### src/rtl/race_ctl.sv
// Race sequencer: start countdown, lap counting and race finish for the track screen.
// Every output is a register that is updated together with the state.
module race_ctl #(
    parameter int TICK_DIV      = 65_000_000,
    parameter int COUNT_SECONDS = 3,
    parameter int LAPS          = 3
) (
    input  logic       pclk,
    input  logic       rst,
    input  logic       track_visible,
    input  logic       lap_finished,
    input  logic       restart,
    output logic       controls_en,
    output logic       timer_start,
    output logic       go_pulse,
    output logic       countdown_visible,
    output logic [3:0] countdown_digit,
    output logic [3:0] lap_count,
    output logic       race_done
);

    localparam int TW = (TICK_DIV > 1) ? $clog2(TICK_DIV) : 1;

    typedef enum logic [1:0] {
        IDLE,
        COUNTDOWN,
        RACING,
        FINISHED
    } state_t;

    state_t        state;
    logic [TW-1:0] tick_cnt;

    // The priority chain is the if/else order: track loss, restart/entry, then per-state work.
    always_ff @(posedge pclk or posedge rst) begin
        if (rst) begin
            state             <= IDLE;
            tick_cnt          <= '0;
            controls_en       <= 1'b0;
            timer_start       <= 1'b0;
            go_pulse          <= 1'b0;
            countdown_visible <= 1'b0;
            countdown_digit   <= 4'd0;
            lap_count         <= 4'd0;
            race_done         <= 1'b0;
        end else begin
            go_pulse <= 1'b0;
            if (!track_visible) begin
                state             <= IDLE;
                tick_cnt          <= '0;
                controls_en       <= 1'b0;
                timer_start       <= 1'b0;
                countdown_visible <= 1'b0;
                countdown_digit   <= 4'd0;
                lap_count         <= 4'd0;
                race_done         <= 1'b0;
            end else if (state == IDLE || restart) begin
                // Full reload; a lap pulse arriving alongside restart is dropped here.
                state             <= COUNTDOWN;
                tick_cnt          <= '0;
                controls_en       <= 1'b0;
                timer_start       <= 1'b0;
                countdown_visible <= 1'b1;
                countdown_digit   <= 4'(COUNT_SECONDS);
                lap_count         <= 4'd0;
                race_done         <= 1'b0;
            end else begin
                case (state)
                    COUNTDOWN: begin
                        if (tick_cnt == TW'(TICK_DIV - 1)) begin
                            tick_cnt <= '0;
                            if (countdown_digit > 4'd1) begin
                                countdown_digit <= countdown_digit - 4'd1;
                            end else begin
                                state             <= RACING;
                                countdown_digit   <= 4'd0;
                                countdown_visible <= 1'b0;
                                go_pulse          <= 1'b1;
                                controls_en       <= 1'b1;
                                timer_start       <= 1'b1;
                            end
                        end else begin
                            tick_cnt <= tick_cnt + TW'(1);
                        end
                    end
                    RACING: begin
                        tick_cnt <= '0;
                        if (lap_finished) begin
                            lap_count <= lap_count + 4'd1;
                            if (lap_count + 4'd1 == 4'(LAPS)) begin
                                state       <= FINISHED;
                                controls_en <= 1'b0;
                                timer_start <= 1'b0;
                                race_done   <= 1'b1;
                            end
                        end
                    end
                    FINISHED: begin
                        tick_cnt <= '0;
                    end
                    default: begin
                        state <= IDLE;
                    end
                endcase
            end
        end
    end

endmodule

### config.mk
export PLATFORM = sky130hd
export DESIGN_NAME = race_ctl
export DESIGN_NICKNAME = d
export VERILOG_FILES = /design/src/rtl/race_ctl.sv
export SDC_FILE = /design/constraint.sdc
export NUM_CORES = 1
export LEC_CHECK = 0
export CORE_ASPECT_RATIO = 0.75
export CORE_MARGIN = 8
export CORE_UTILIZATION = 40
export CTS_CLUSTER_DIAMETER = 60
export DETAILED_ROUTE_END_ITERATION = 7
export HOLD_SLACK_MARGIN = 0.1
export PLACE_DENSITY = 0.58
export REMOVE_ABC_BUFFERS = 1
export SETUP_SLACK_MARGIN = 0.05
export SLEW_MARGIN = 15
export SYNTH_ARGS = -nofsm -noshare
export SYNTH_HDL_FRONTEND = slang
export SYNTH_SLANG_ARGS = --single-unit
### constraint.sdc
create_clock -name pclk -period 2.3 [get_ports pclk]
set_clock_uncertainty 0.15 [all_clocks]
set_input_delay 0.575 -clock pclk [delete_from_list [all_inputs] [get_ports pclk]]
set_output_delay 0.575 -clock pclk [all_outputs]
set_load 0.02 [all_outputs]
* Word level (Yosys, flattened, before mapping)
Cells that the tools add are included.
Word-level totals: flip-flop bits (word level) 40, input port bits 5
Cells by class: add/subtract/negate cells 3, $lt $le $gt $ge 1, equality and inequality tests 18, multiplexer cells 42, reduce and logical (&&, ||, !) cells 9
Operators by type and width (number):
- 26-bit two-way mux | 3
- 26-bit case mux with 2 select lines | 1
- 4-bit two-way mux | 9
- 26-bit by 1-bit adder with 26-bit output (second input constant) | 1
- 26-bit == test (second input constant) | 1
- 1-bit two-way mux | 21
- 4-bit inequality test (second input constant) | 4
- 3-bit by 1-bit inequality test with 1-bit output (second input constant) | 5
- 2-bit two-way mux | 6
- 5-bit AND reduction | 2
- 3-bit inequality test (second input constant) | 2
- 2-bit case mux with 3 select lines | 1
- 3-bit AND reduction | 2
- 4-bit by 1-bit adder with 4-bit output (second input constant) | 1
- 2-bit == test (second input constant) | 2
- 4-bit by 2-bit == test with 1-bit output (second input constant) | 1
- 4-bit by 1-bit > comparator with 1-bit output (second input constant) | 1
- 4-bit by 1-bit inequality test with 1-bit output (second input constant) | 1
- 4-bit by 2-bit inequality test with 1-bit output (second input constant) | 1
- 2-bit AND reduction | 2
- 4-bit by 1-bit subtractor with 4-bit output (second input constant) | 1
- 2-bit by 1-bit == test with 1-bit output (second input constant) | 1
- 2-bit zero test | 1
- 1-bit case mux with 2 select lines | 1
- other kinds (2) | 2

* Logic depth before layout (Yosys ltp)
Gate-level depths: netlist of run 1.
depth in word-level cells 7, depth in mapped cells 9

* Least setup slack after synthesis of run 1
OpenSTA, ideal clock, no wires.
path kind flip-flop to flip-flop, start point register state[1], end point register tick_cnt[22], arrival 1.994 ns, required time 2.025 ns, setup slack 0.031 ns, stages on the path, launching flop included 9, buffers on the path 1, clock period less this slack 2.269 ns, cells stage by stage dfrtp_1 inv_1 ha_1 or3b_1 clkbuf_1 o31ai_4 nor3_1 xnor2_1 nor2_1
Between the ends: longest elaborated chain between the ends 5, elaborated cells on any way between the ends 10
RTL lines:
- start, declared | RTL line 31 | state_t state;
- start signal, assigned | RTL line 37 | state <= IDLE;
- start signal, assigned | RTL line 49 | state <= IDLE;
- start signal, assigned | RTL line 59 | state <= COUNTDOWN;
- 2-bit == test | RTL line 68 | case (state)
- 2-bit OR reduction (no source line)
- 26-bit case mux with 2 select lines | RTL line 68
- 26-bit two-way mux | RTL line 57 | end else if (state == IDLE || restart) begin
- 26-bit two-way mux | RTL line 48 | if (!track_visible) begin
- end signal, assigned | RTL line 83 | tick_cnt <= tick_cnt + TW'(1);
- end, declared | RTL line 32 | logic [TW-1:0] tick_cnt;
Parallel ways exist; a longest one is shown, timed or not. A chain may end at the register's enable or synchronous reset.

* Worst setup path after layout of run 1
start point register state[0], end point register tick_cnt[22]
Same word-level chain as after synthesis.

==> results of run 1 <==
path summary, 6_finish.rpt:
| kind | startpoint | endpoint | slack, ns |
|---|---|---|---|
| max | state[0] | tick_cnt[22] | 0.10 |
| min | race_done | race_done | 0.36 |
| max reg2reg | state[0] | tick_cnt[22] | 0.10 |
| min reg2reg | race_done | race_done | 0.36 |
| max in group asynchronous | rst | tick_cnt[3] | 1.31 |
| min in group asynchronous | rst | tick_cnt[9] | 0.48 |
flip-flops by register name, summed over array words and instances (netlist names):
signal             count
timer_start            1
go_pulse               1
lap_count              4
countdown_visible      1
state                  2
countdown_digit        4
race_done              1
tick_cnt              26
synthesized netlist by cell type (2+ instances only):
master     instances
inv_1             13
clkbuf_1           3
buf_2              2
nor4_2             2
nor4_1             3
ha_1               9
a41oi_1            2
nand4bb_1          2
or3_1              5
xor2_1             6
nand3_1           10
o21ai_0            5
nor2_1            43
and4_1             2
a21oi_1            7
dfrtp_1           40
buf_4              3
a31oi_1            4
nor3_1            11
xnor2_1           20
nand4_1            6
and3_1             2
nand2_1           23
kinds of logic (layout without fill, tap and decap cells):
family | count (synthesis) | in the layout | share of synthesized area (%)
flip-flops | 40 | 40 | 43.27
AND/OR/NAND/NOR | 121 | 122 | 28.56
XOR/XNOR | 26 | 26 | 9.843
AO/OA/AOI/OAI | 29 | 29 | 9.032
adder cells (fa/ha/maj) | 9 | 9 | 4.868
multiplexers | 1 | 1 | 0.4327
buffers and inverters | 21 | 64 | 4.002
worst max-delay path: stages, from the launching register on:
cell and delay, ns:
dfrtp_1 0.41, inv_2 0.08, ha_4 0.17, or3b_4 0.40, o31ai_4 0.38, clkbuf_16 0.22, nor3_1 0.05, xnor2_1 0.13
nor2_1 0.06
metal layers:
| metal | vias to the layer above | GRT usage (%) | routed length (µm) |
|---|---|---|---|
| met2 | 28 | 18.14 | 2109 |
| met4 | 0 | 5.180 | 78 |
| met1 | 884 | 18.28 | 2748 |
| li1 | 942 | - | - |
| met3 | 7 | 2.429 | 204 |
| met5 | - | 0 | 0 |
final cells by class:
type / instances / area, µm² / area share, %
multi-input cells: 187 / 1257 / 42.99
flip-flops and latches: 40 / 1001 / 34.22
clock buffers: 6 / 72.57 / 2.481
repair buffers: 43 / 412.9 / 14.11
clock inverters: 2 / 35.03 / 1.198
inverters: 13 / 48.80 / 1.668
well taps: 78 / 97.59 / 3.336
what timing repair did:
action                     4_1_cts  5_1_grt
pin swaps                        0        6
buffers inserted                 0        2
setup endpoints to repair       24       21
gates cloned                     0        2
gates resized for setup          1        9
per-stage QoR:
stage          std cells  util, %  setup slack [ns]
2_1_floorplan        239        -           0.04882
3_3_place_gp         357    47.94           -0.3137
3_5_place_dp         357    47.94           -0.3998
4_1_cts              365    49.91           0.09406
5_1_grt              369    51.27           0.01817
6_report             369    51.27            0.1016
power breakdown:
group | internal [mW] | switching (mW) | total (mW)
logic | 0.0620 | 0.0918 | 0.154
registers | 0.711 | 0.00834 | 0.719
clock network | 0.322 | 0.246 | 0.568
total | 1.09 | 0.346 | 1.44
==> reports/summary.log, run 1 <==
INFO  outcome        status=finished, final reports clean
INFO  cts            numCtsBuffers=5
INFO  hold_path      hold_class=reg2reg
INFO  sta            rsz_0062_raised_after_global_routing=yes
INFO  detailed_routing num_vias=1,861
INFO  detailed_routing wl_per_cell=13.93µm
INFO  cells_and_area mostFrequentLayoutCells=43 x nor2_1, 40 x dfrtp_1, 23 x nand2_1, 23 x buf_4, 20 x xnor2_1
INFO  die            chipHeight=81.86µm
INFO  grt            grt_start_max_net_pins=41
INFO  detailed_routing detail_route.vias_per_cell=5.043
INFO  synth          async_reset_ff_share=100.0%
INFO  detailed_routing first_iter_violations=81
INFO  power          leakage=1.184nW
INFO  synth          synth.yosys.seq_area_share=43.27%
INFO  grt            global_route.usage.total=12.66%
INFO  cts            ctsHoldBuffers=0
INFO  run            maxCapViolations=0
INFO  cells_and_area flow.area_growth_from_synthesis=26.45%
INFO  cells_and_area final_area=2925µm²
INFO  critical_path  setup.worst_path.end_class=flop
INFO  power          ir_worst_vdd=0.2724mV
INFO  cts            tritoncts=yes
INFO  critical_path  worstRegToRegCells=8
INFO  power          p_per_area=492.5nW/µm²
INFO  placed_design  gp_congestion=0.7838
INFO  sta            final_period_minus_worst_setup_slack=2.198ns
INFO  synth          synth_warnings=0
INFO  cts            ctsHtreeMaxLevel=2
INFO  sta            achievable-frequency=454.9MHz
INFO  sta            period_share=95.58%
INFO  grt            initial_antenna_violation_count=0
INFO  synth          synthCells=247
INFO  synth          netlist.top_cell.by_area=dfrtp_1
INFO  synth          yosysTopAreaCellShare=43.27%
INFO  sta            holdWs=0.3643ns
INFO  die            std_cell_rows=24
INFO  detailed_routing drt-total-wl=5140µm
INFO  cells_and_area layout.nets=304
INFO  die            initial_core_util=40.55%
INFO  cells_and_area nFillCells=537
INFO  placed_design  buffer_ports.inserted=17
INFO  sta            setup_viol_count_final=0
INFO  critical_path  critical_path_peak_fanout=5
INFO  placed_design  placed_area=2735µm²
INFO  die            num_io_pins=18
INFO  cts            clock_path_buffers=2
INFO  synth          synth.cell_area=2313µm²
INFO  sta            timing.final.hold_violations=0
INFO  critical_path  worstSetupStartpointType=flop
INFO  hold_path      hold_depth=2
INFO  critical_path  worst_ep_required_time=2.31ns
INFO  placed_design  dp.final_hpwl=3529µm
INFO  synth          synth.lib_cells_used.distinct=47
INFO  grt            grt_first_pass_wirelength=8838µm
INFO  sta            timing.setup.tns=0ns
INFO  cts            tritoncts_num_sinks=40
INFO  detailed_routing drc_errors=0
INFO  critical_path  cp_data_arrival_time=2.21ns
INFO  cells_and_area antenna_cells=0
INFO  cts            clock_latency=0.30ns
INFO  synth          synth-edff-count=0
INFO  synth          yosys_register_bits=40
INFO  cells_and_area most_common_library_cell_in_the_layout_ignoring_fill_and_taps=nor2_1
INFO  synth          synth.top_cells.by_area=dfrtp_1 43%, xnor2_1 7.6%, nor2_1 7.0%
INFO  cts            clock-root-buffer=clkbuf_8
INFO  power          power.total=1.441mW
INFO  sta            tightest_slew=0.5998ns
INFO  sta            slew_headroom=59.97%
INFO  cells_and_area drive_above_1_share=17.87%
INFO  grt            number_of_global_route_vias_before_repair=1,833
INFO  die            chip_width=103.8µm
INFO  detailed_routing drt_pre_antenna_iters=4
INFO  synth          post_synth.cell_area_avg=9.366µm²
INFO  critical_path  setup.worst_path.class=reg2reg
INFO  grt            grt.overflow.total=0
INFO  die            fp.coreArea=5705µm²
INFO  synth          synth_flop_type=dfrtp_1
INFO  die            die-area=8498µm²
INFO  detailed_routing drtAntennaViolNets=0
INFO  cts            clock_edge_transition_at_the_registers_on_the_reported_setup_and_hold_paths=0.08ns
INFO  sta            number_of_max_slew_violations_in_the_final_report=0
No activity file was read; power rests on OpenSTA's default activity.
==> run 2, diff against run 1 <==
- CORE_UTILIZATION: 40 -> 55
- PLACE_DENSITY: 0.58 -> 0.74
- clock period: 2.3 -> 2.8 ns (I/O delays scaled with it)
==> run 2 against run 1 <==
Non-clock buffer count down 20. Via count shrank 4.6%. Die area decreased by 23%. Worst setup slack better by 0.20 ns. Register-to-register slack improved by 0.22 ns. Critical path depth down 3. Critical endpoint is now tick_cnt[3]. Largest power group unchanged.
==> reports/summary.log, run 2 (same netlist as run 1, synthesis figures left out) <==
INFO  outcome        status=finished, final reports clean
INFO  detailed_routing drc_errors=0
INFO  die            die-area=6559µm²
INFO  cts            post_cts.repair.setup_buffers=0
INFO  die            fp.coreArea=4054µm²
INFO  cells_and_area mostFrequentLayoutCells=43 x nor2_1, 40 x dfrtp_1, 23 x nand2_1, 20 x xnor2_1, 17 x clkdlybuf4s50_1
INFO  power          leakage=1.047nW
INFO  grt            grt_first_pass_wirelength=8183µm
INFO  placed_design  post-place-ws=0.006543ns
INFO  cells_and_area top_register=tick_cnt
INFO  cts            post_cts_resized=0
INFO  cts            clock_edge_transition_at_the_registers_on_the_reported_setup_and_hold_paths=0.08ns
INFO  cells_and_area most_common_library_cell_in_the_layout_ignoring_fill_and_taps=nor2_1
INFO  critical_path  setup.worst_path.class=in2reg
INFO  cts            clock_path_buffers=2
INFO  critical_path  worst_ep_required_time=2.79ns
INFO  detailed_routing drt_pre_antenna_iters=4
INFO  cts            clock_latency=0.29ns
INFO  grt            grt_use_met3=3.814%
INFO  grt            grt.busiest_layer=met2
INFO  detailed_routing num_vias=1,775
INFO  sta            number_of_max_slew_violations_in_the_final_report=0
INFO  sta            timing.final.hold_violations=0
INFO  cells_and_area layout.nets=283
INFO  cells_and_area largestRegisters=tick_cnt x26, countdown_digit x4, lap_count x4
INFO  detailed_routing drt-total-wl=4688µm
INFO  power          p_per_area=451.0nW/µm²
INFO  critical_path  crit_slowest_cell=nor2_2
INFO  die            num_io_pins=18
INFO  run            maxCapViolations=0
INFO  sta            slew_headroom=34.35%
INFO  die            chip_width=90.89µm
INFO  sta            setup_viol_count_final=0
INFO  sta            achievable-frequency=399.9MHz
INFO  power          ir_worst_vdd=0.3480mV
INFO  die            chipHeight=72.17µm
INFO  sta            final_period_minus_worst_setup_slack=2.501ns
INFO  sta            tightest_slew=0.9837ns
INFO  placed_design  dp.final_hpwl=3274µm
INFO  detailed_routing drtAntennaViolNets=0
INFO  cells_and_area drive_above_1_share=9.630%
INFO  cells_and_area flow.area_growth_from_synthesis=15.85%
INFO  critical_path  critical_path.max_stage_delay=0.78ns
INFO  sta            rsz_0062_raised_after_global_routing=no
INFO  hold_path      whs_endpoint=race_done
INFO  critical_path  cp_data_arrival_time=2.49ns
INFO  grt            grt.overflow.total=0
INFO  die            std_cell_rows=20
INFO  critical_path  worstRegToRegCells=6
INFO  cts            tritoncts=yes
INFO  grt            number_of_global_route_vias_before_repair=1,733
INFO  cts            tritoncts_num_sinks=40
INFO  critical_path  timing.rr.end=tick_cnt[3]
INFO  hold_path      hold_depth=2
INFO  critical_path  setup.worst_path.end_class=flop
INFO  sta            timing.setup.tns=0ns
INFO  sta            period_share=89.31%
INFO  detailed_routing first_iter_violations=133
INFO  critical_path  worstReg2RegStart=tick_cnt[0]
INFO  cts            ctsHtreeMaxLevel=2
INFO  critical_path  worstSetupStartpointType=input pin
INFO  grt            global_route.usage.total=15.40%
INFO  hold_path      hold_class=reg2reg
INFO  grt            grt_start_max_net_pins=41
INFO  grt            use_met2=23.12%
INFO  critical_path  timing.reg2reg.setup_slack=0.32ns
INFO  placed_design  placed_area=2554µm²
INFO  cells_and_area final_area=2680µm²
INFO  placed_design  gp_congestion=0.8025
INFO  detailed_routing detail_route.vias_per_cell=5.462
INFO  placed_design  buffer_ports.inserted=17
INFO  die            initial_core_util=57.07%
INFO  detailed_routing wl_per_cell=14.42µm
INFO  cells_and_area largest_reg_flops=26
INFO  cts            clock-root-buffer=clkbuf_8
INFO  grt            initial_antenna_violation_count=0
INFO  cells_and_area layout.core_utilization=66.11%
INFO  critical_path  critical_path_peak_fanout=24
INFO  cts            ctsHoldBuffers=0
INFO  sta            final_critical_path_setup_slack=0.2992ns
INFO  critical_path  crit_chain=clkdlybuf4s50_1 > or3b_1 > nor3_2 > nor2_2 > nor2_1
INFO  grt            grt.met1_usage=21.47%
INFO  cts            numCtsBuffers=5
INFO  hold_path      timing.hold.worst.start=race_done
INFO  cells_and_area antenna_cells=0
[run 2: cell types whose count changed in the layout (fill, tap and decap cells not counted), sizes merged]
cell / previous run / this run
buf: 25 / 6
clkdlybuf4s50: 15 / 17
clkinv: 1 / 0
dlymetal6s2s: 2 / 0
nor2: 45 / 44
[run 2: worst max-delay path, delay by kind of cell]
| kind | cells | cell delay [ns] |
|---|---|---|
| buf+inv | 1 | 0.47 |
| simple gates | 4 | 1.31 |
[run 2: power by group]
group          internal, mW  leakage (nW)  switching (mW)  total (mW)
clock                 0.315        0.0645           0.203       0.518
sequential            0.584         0.550         0.00857       0.592
combinational        0.0340         0.433          0.0645      0.0985
[run 2: layer usage]
layer | up-vias | share of wire, % | wire length (µm)
met5 | - | 0 | 0
met4 | 0 | 0.85 | 40
met3 | 4 | 5.2 | 245
met2 | 40 | 42 | 1981
met1 | 829 | 52 | 2421
li1 | 902 | - | -
[run 2: stage by stage]
stage | total power [mW] | std cells | hold WS, ns
floorplan | 0.6644 | 239 | 0.3377
global placement | 0.7013 | 317 | 0.3525
detailed placement | 0.7030 | 317 | 0.3481
CTS | 1.218 | 325 | 0.3694
global route | 1.259 | 325 | 0.4108
finish | 1.209 | 325 | 0.3647
[run 2: worst max-delay path by stage]
stage / from / endpoint / cells past startpoint
after floorplan: state[1] / tick_cnt[20] / 7
after global placement: restart / tick_cnt[5] / 5
after detailed placement: track_visible / tick_cnt[3] / 5
after CTS: track_visible / tick_cnt[3] / 5
after global routing: tick_cnt[0] / tick_cnt[10] / 6
final: track_visible / tick_cnt[3] / 5
[run 2: cell type report]
cell class	count	area (µm²)
Tap cell	55	68.82
Clock inverter	1	30.03
Timing Repair Buffer	23	215.2
Inverter	13	48.80
Clock buffer	7	96.34
Sequential cell	40	1001
Multi-Input combinational cell	186	1220
Fill cell	347	1374
==> run 3, diff against run 2 <==
- CTS_BUF_LIST: default -> sky130_fd_sc_hd__clkbuf_4
- TNS_END_PERCENT: default -> 50
==> run 3 against run 2 <==
Routed wire length down 1.8%. Flip-flop and latch count unchanged. Sequential power about the same.
==> reports/summary.log, run 3 (same netlist as run 1, synthesis figures left out) <==
INFO  outcome        status=finished, final reports clean
INFO  power          p_per_area=404.3nW/µm²
INFO  sta            rsz_0062_raised_after_global_routing=no
INFO  power          power_internal=0.8006mW
INFO  cells_and_area layout.nets=283
INFO  cells_and_area flow.area_growth_from_synthesis=13.63%
INFO  placed_design  gp_congestion=0.8025
INFO  run            maxCapViolations=0
INFO  detailed_routing first_iter_violations=169
INFO  die            num_io_pins=18
INFO  cts            clock_path_buffers=2
INFO  detailed_routing wl_per_cell=14.16µm
INFO  critical_path  worst_ep_required_time=2.85ns
INFO  power          pwr-share-comb=9.3%
INFO  cells_and_area largest_reg_flops=26
INFO  die            die-area=6559µm²
INFO  power          sw_frac_of_total=24.68%
INFO  placed_design  post-place-ws=0.006543ns
INFO  grt            grt.overflow.total=0
INFO  cts            post_cts_resized=0
INFO  detailed_routing drt-total-wl=4602µm
INFO  power          p_clk_share=35.0%
INFO  cells_and_area multiInputGateArea=1220µm²
INFO  sta            period_share=87.76%
INFO  die            std_cell_rows=20
INFO  power          ir_worst_vdd=0.3110mV
INFO  cts            tritoncts=yes
INFO  cells_and_area drive_above_1_share=8.889%
INFO  detailed_routing num_vias=1,768
INFO  sta            timing.setup.tns=0ns
INFO  cells_and_area antenna_cells=0
INFO  hold_path      hold_class=reg2reg
INFO  grt            initial_antenna_violation_count=0
INFO  cts            numCtsBuffers=5
INFO  detailed_routing drc_errors=0
INFO  cells_and_area sequential_cell_area=1001µm²
INFO  cts            clock_latency=0.35ns
INFO  cells_and_area most_common_library_cell_in_the_layout_ignoring_fill_and_taps=nor2_1
INFO  cts            clock_edge_transition_at_the_registers_on_the_reported_setup_and_hold_paths=0.12ns
INFO  sta            achievable-frequency=407.0MHz
INFO  die            chipHeight=72.17µm
INFO  critical_path  setup.worst_path.class=reg2reg
INFO  detailed_routing drtAntennaViolNets=0
INFO  cts            tritoncts_num_sinks=40
INFO  die            fp.coreArea=4054µm²
INFO  placed_design  dp.final_hpwl=3274µm
INFO  cells_and_area mostFrequentLayoutCells=43 x nor2_1, 40 x dfrtp_1, 23 x nand2_1, 20 x xnor2_1, 17 x clkdlybuf4s50_1
INFO  grt            grt_start_max_net_pins=41
INFO  grt            global_route.usage.total=15.20%
INFO  sta            final_critical_path_setup_slack=0.3428ns
INFO  sta            setup_viol_count_final=0
INFO  cells_and_area largestRegisters=tick_cnt x26, countdown_digit x4, lap_count x4
INFO  cts            ctsHoldBuffers=0
INFO  sta            number_of_max_slew_violations_in_the_final_report=0
INFO  die            initial_core_util=57.07%
INFO  cts            clock-root-buffer=clkbuf_4
INFO  detailed_routing drt_pre_antenna_iters=4
INFO  power          register_share_of_total_power=55.8%
INFO  placed_design  placed_area=2554µm²
INFO  sta            final_period_minus_worst_setup_slack=2.457ns
INFO  cts            post_cts.repair.setup_buffers=0
INFO  critical_path  worstSetupStartpointType=flop
INFO  power          leakage=1.023nW
INFO  sta            tightest_slew=0.9605ns
INFO  die            chip_width=90.89µm
INFO  critical_path  setup.worst_path.end_class=flop
INFO  power          p_switching=0.2623mW
INFO  cells_and_area top_register=tick_cnt
INFO  cells_and_area final_area=2629µm²
INFO  grt            grt_first_pass_wirelength=8004µm
INFO  critical_path  critical_path_peak_fanout=24
INFO  cells_and_area nFillCells=354
INFO  sta            timing.final.hold_violations=0
INFO  detailed_routing detail_route.vias_per_cell=5.440
INFO  cts            ctsHtreeMaxLevel=2
INFO  placed_design  buffer_ports.inserted=17
INFO  critical_path  cp_data_arrival_time=2.51ns
INFO  sta            slew_headroom=35.90%
INFO  grt            number_of_global_route_vias_before_repair=1,711
==> run 3: changes by cell type in the layout (fill, tap and decap cells not counted) <==
cell	delta
clkbuf_8	-7
clkbuf_4	+5
clkinv_1	+2
==> run 3: stage by stage <==
step / utilization (%) / instances / hold WS [ns] / power (mW)
2_1_floorplan: - / 239 / 0.3377 / 0.6644
6_report: 64.85 / 325 / 0.3743 / 1.063
3_3_place_gp: 62.99 / 317 / 0.3525 / 0.7013
4_1_cts: 64.85 / 325 / 0.3788 / 1.076
5_1_grt: 64.85 / 325 / 0.4209 / 1.111
3_5_place_dp: 62.99 / 317 / 0.3481 / 0.7030
==> run 3: path summary, 6_finish.rpt <==
check                            start            endpoint  cells after the start  slack (ns)
min reg2reg                  race_done           race_done                      2        0.37
max in group asynchronous          rst         tick_cnt[0]                      3        1.55
min in group asynchronous          rst  countdown_digit[2]                      3        0.61
max reg2reg                tick_cnt[0]         tick_cnt[3]                      6        0.34
min                          race_done           race_done                      2        0.37
max                        tick_cnt[0]         tick_cnt[3]                      6        0.34
==> run 3: final cells by class <==
class | count | area share [%]
multi-input combinational | 186 | 46.41
sequential | 40 | 38.08
clock buffer | 5 | 1.428
timing repair buffer | 23 | 8.187
clock inverter | 3 | 1.428
inverter | 13 | 1.856
tap | 55 | 2.618
==> run 3: power groups by stage <==
stage	Sequential [mW]	Combinational (mW)	Clock (mW)
after floorplan	0.608	0.0565	0
after global routing	0.594	0.111	0.406
after global placement	0.603	0.0979	0
after detailed placement	0.603	0.0996	0
after CTS	0.593	0.100	0.383
final	0.593	0.0984	0.372
==> run 3: per-layer routing <==
metal  GRT usage, %  routed length [µm]
met4          5.967                  70
met3          4.124                 183
met2          21.83                1902
met5              0                   0
met1          21.16                2445
==> run 3: worst max-delay path: stages, from the launching register on <==
cell	delay [ns]
dfrtp_1	0.42
ha_1	0.22
nand4bb_1	0.16
nor4_4	0.28
a21oi_1	0.18
nor2_2	0.76
nor2_1	0.13
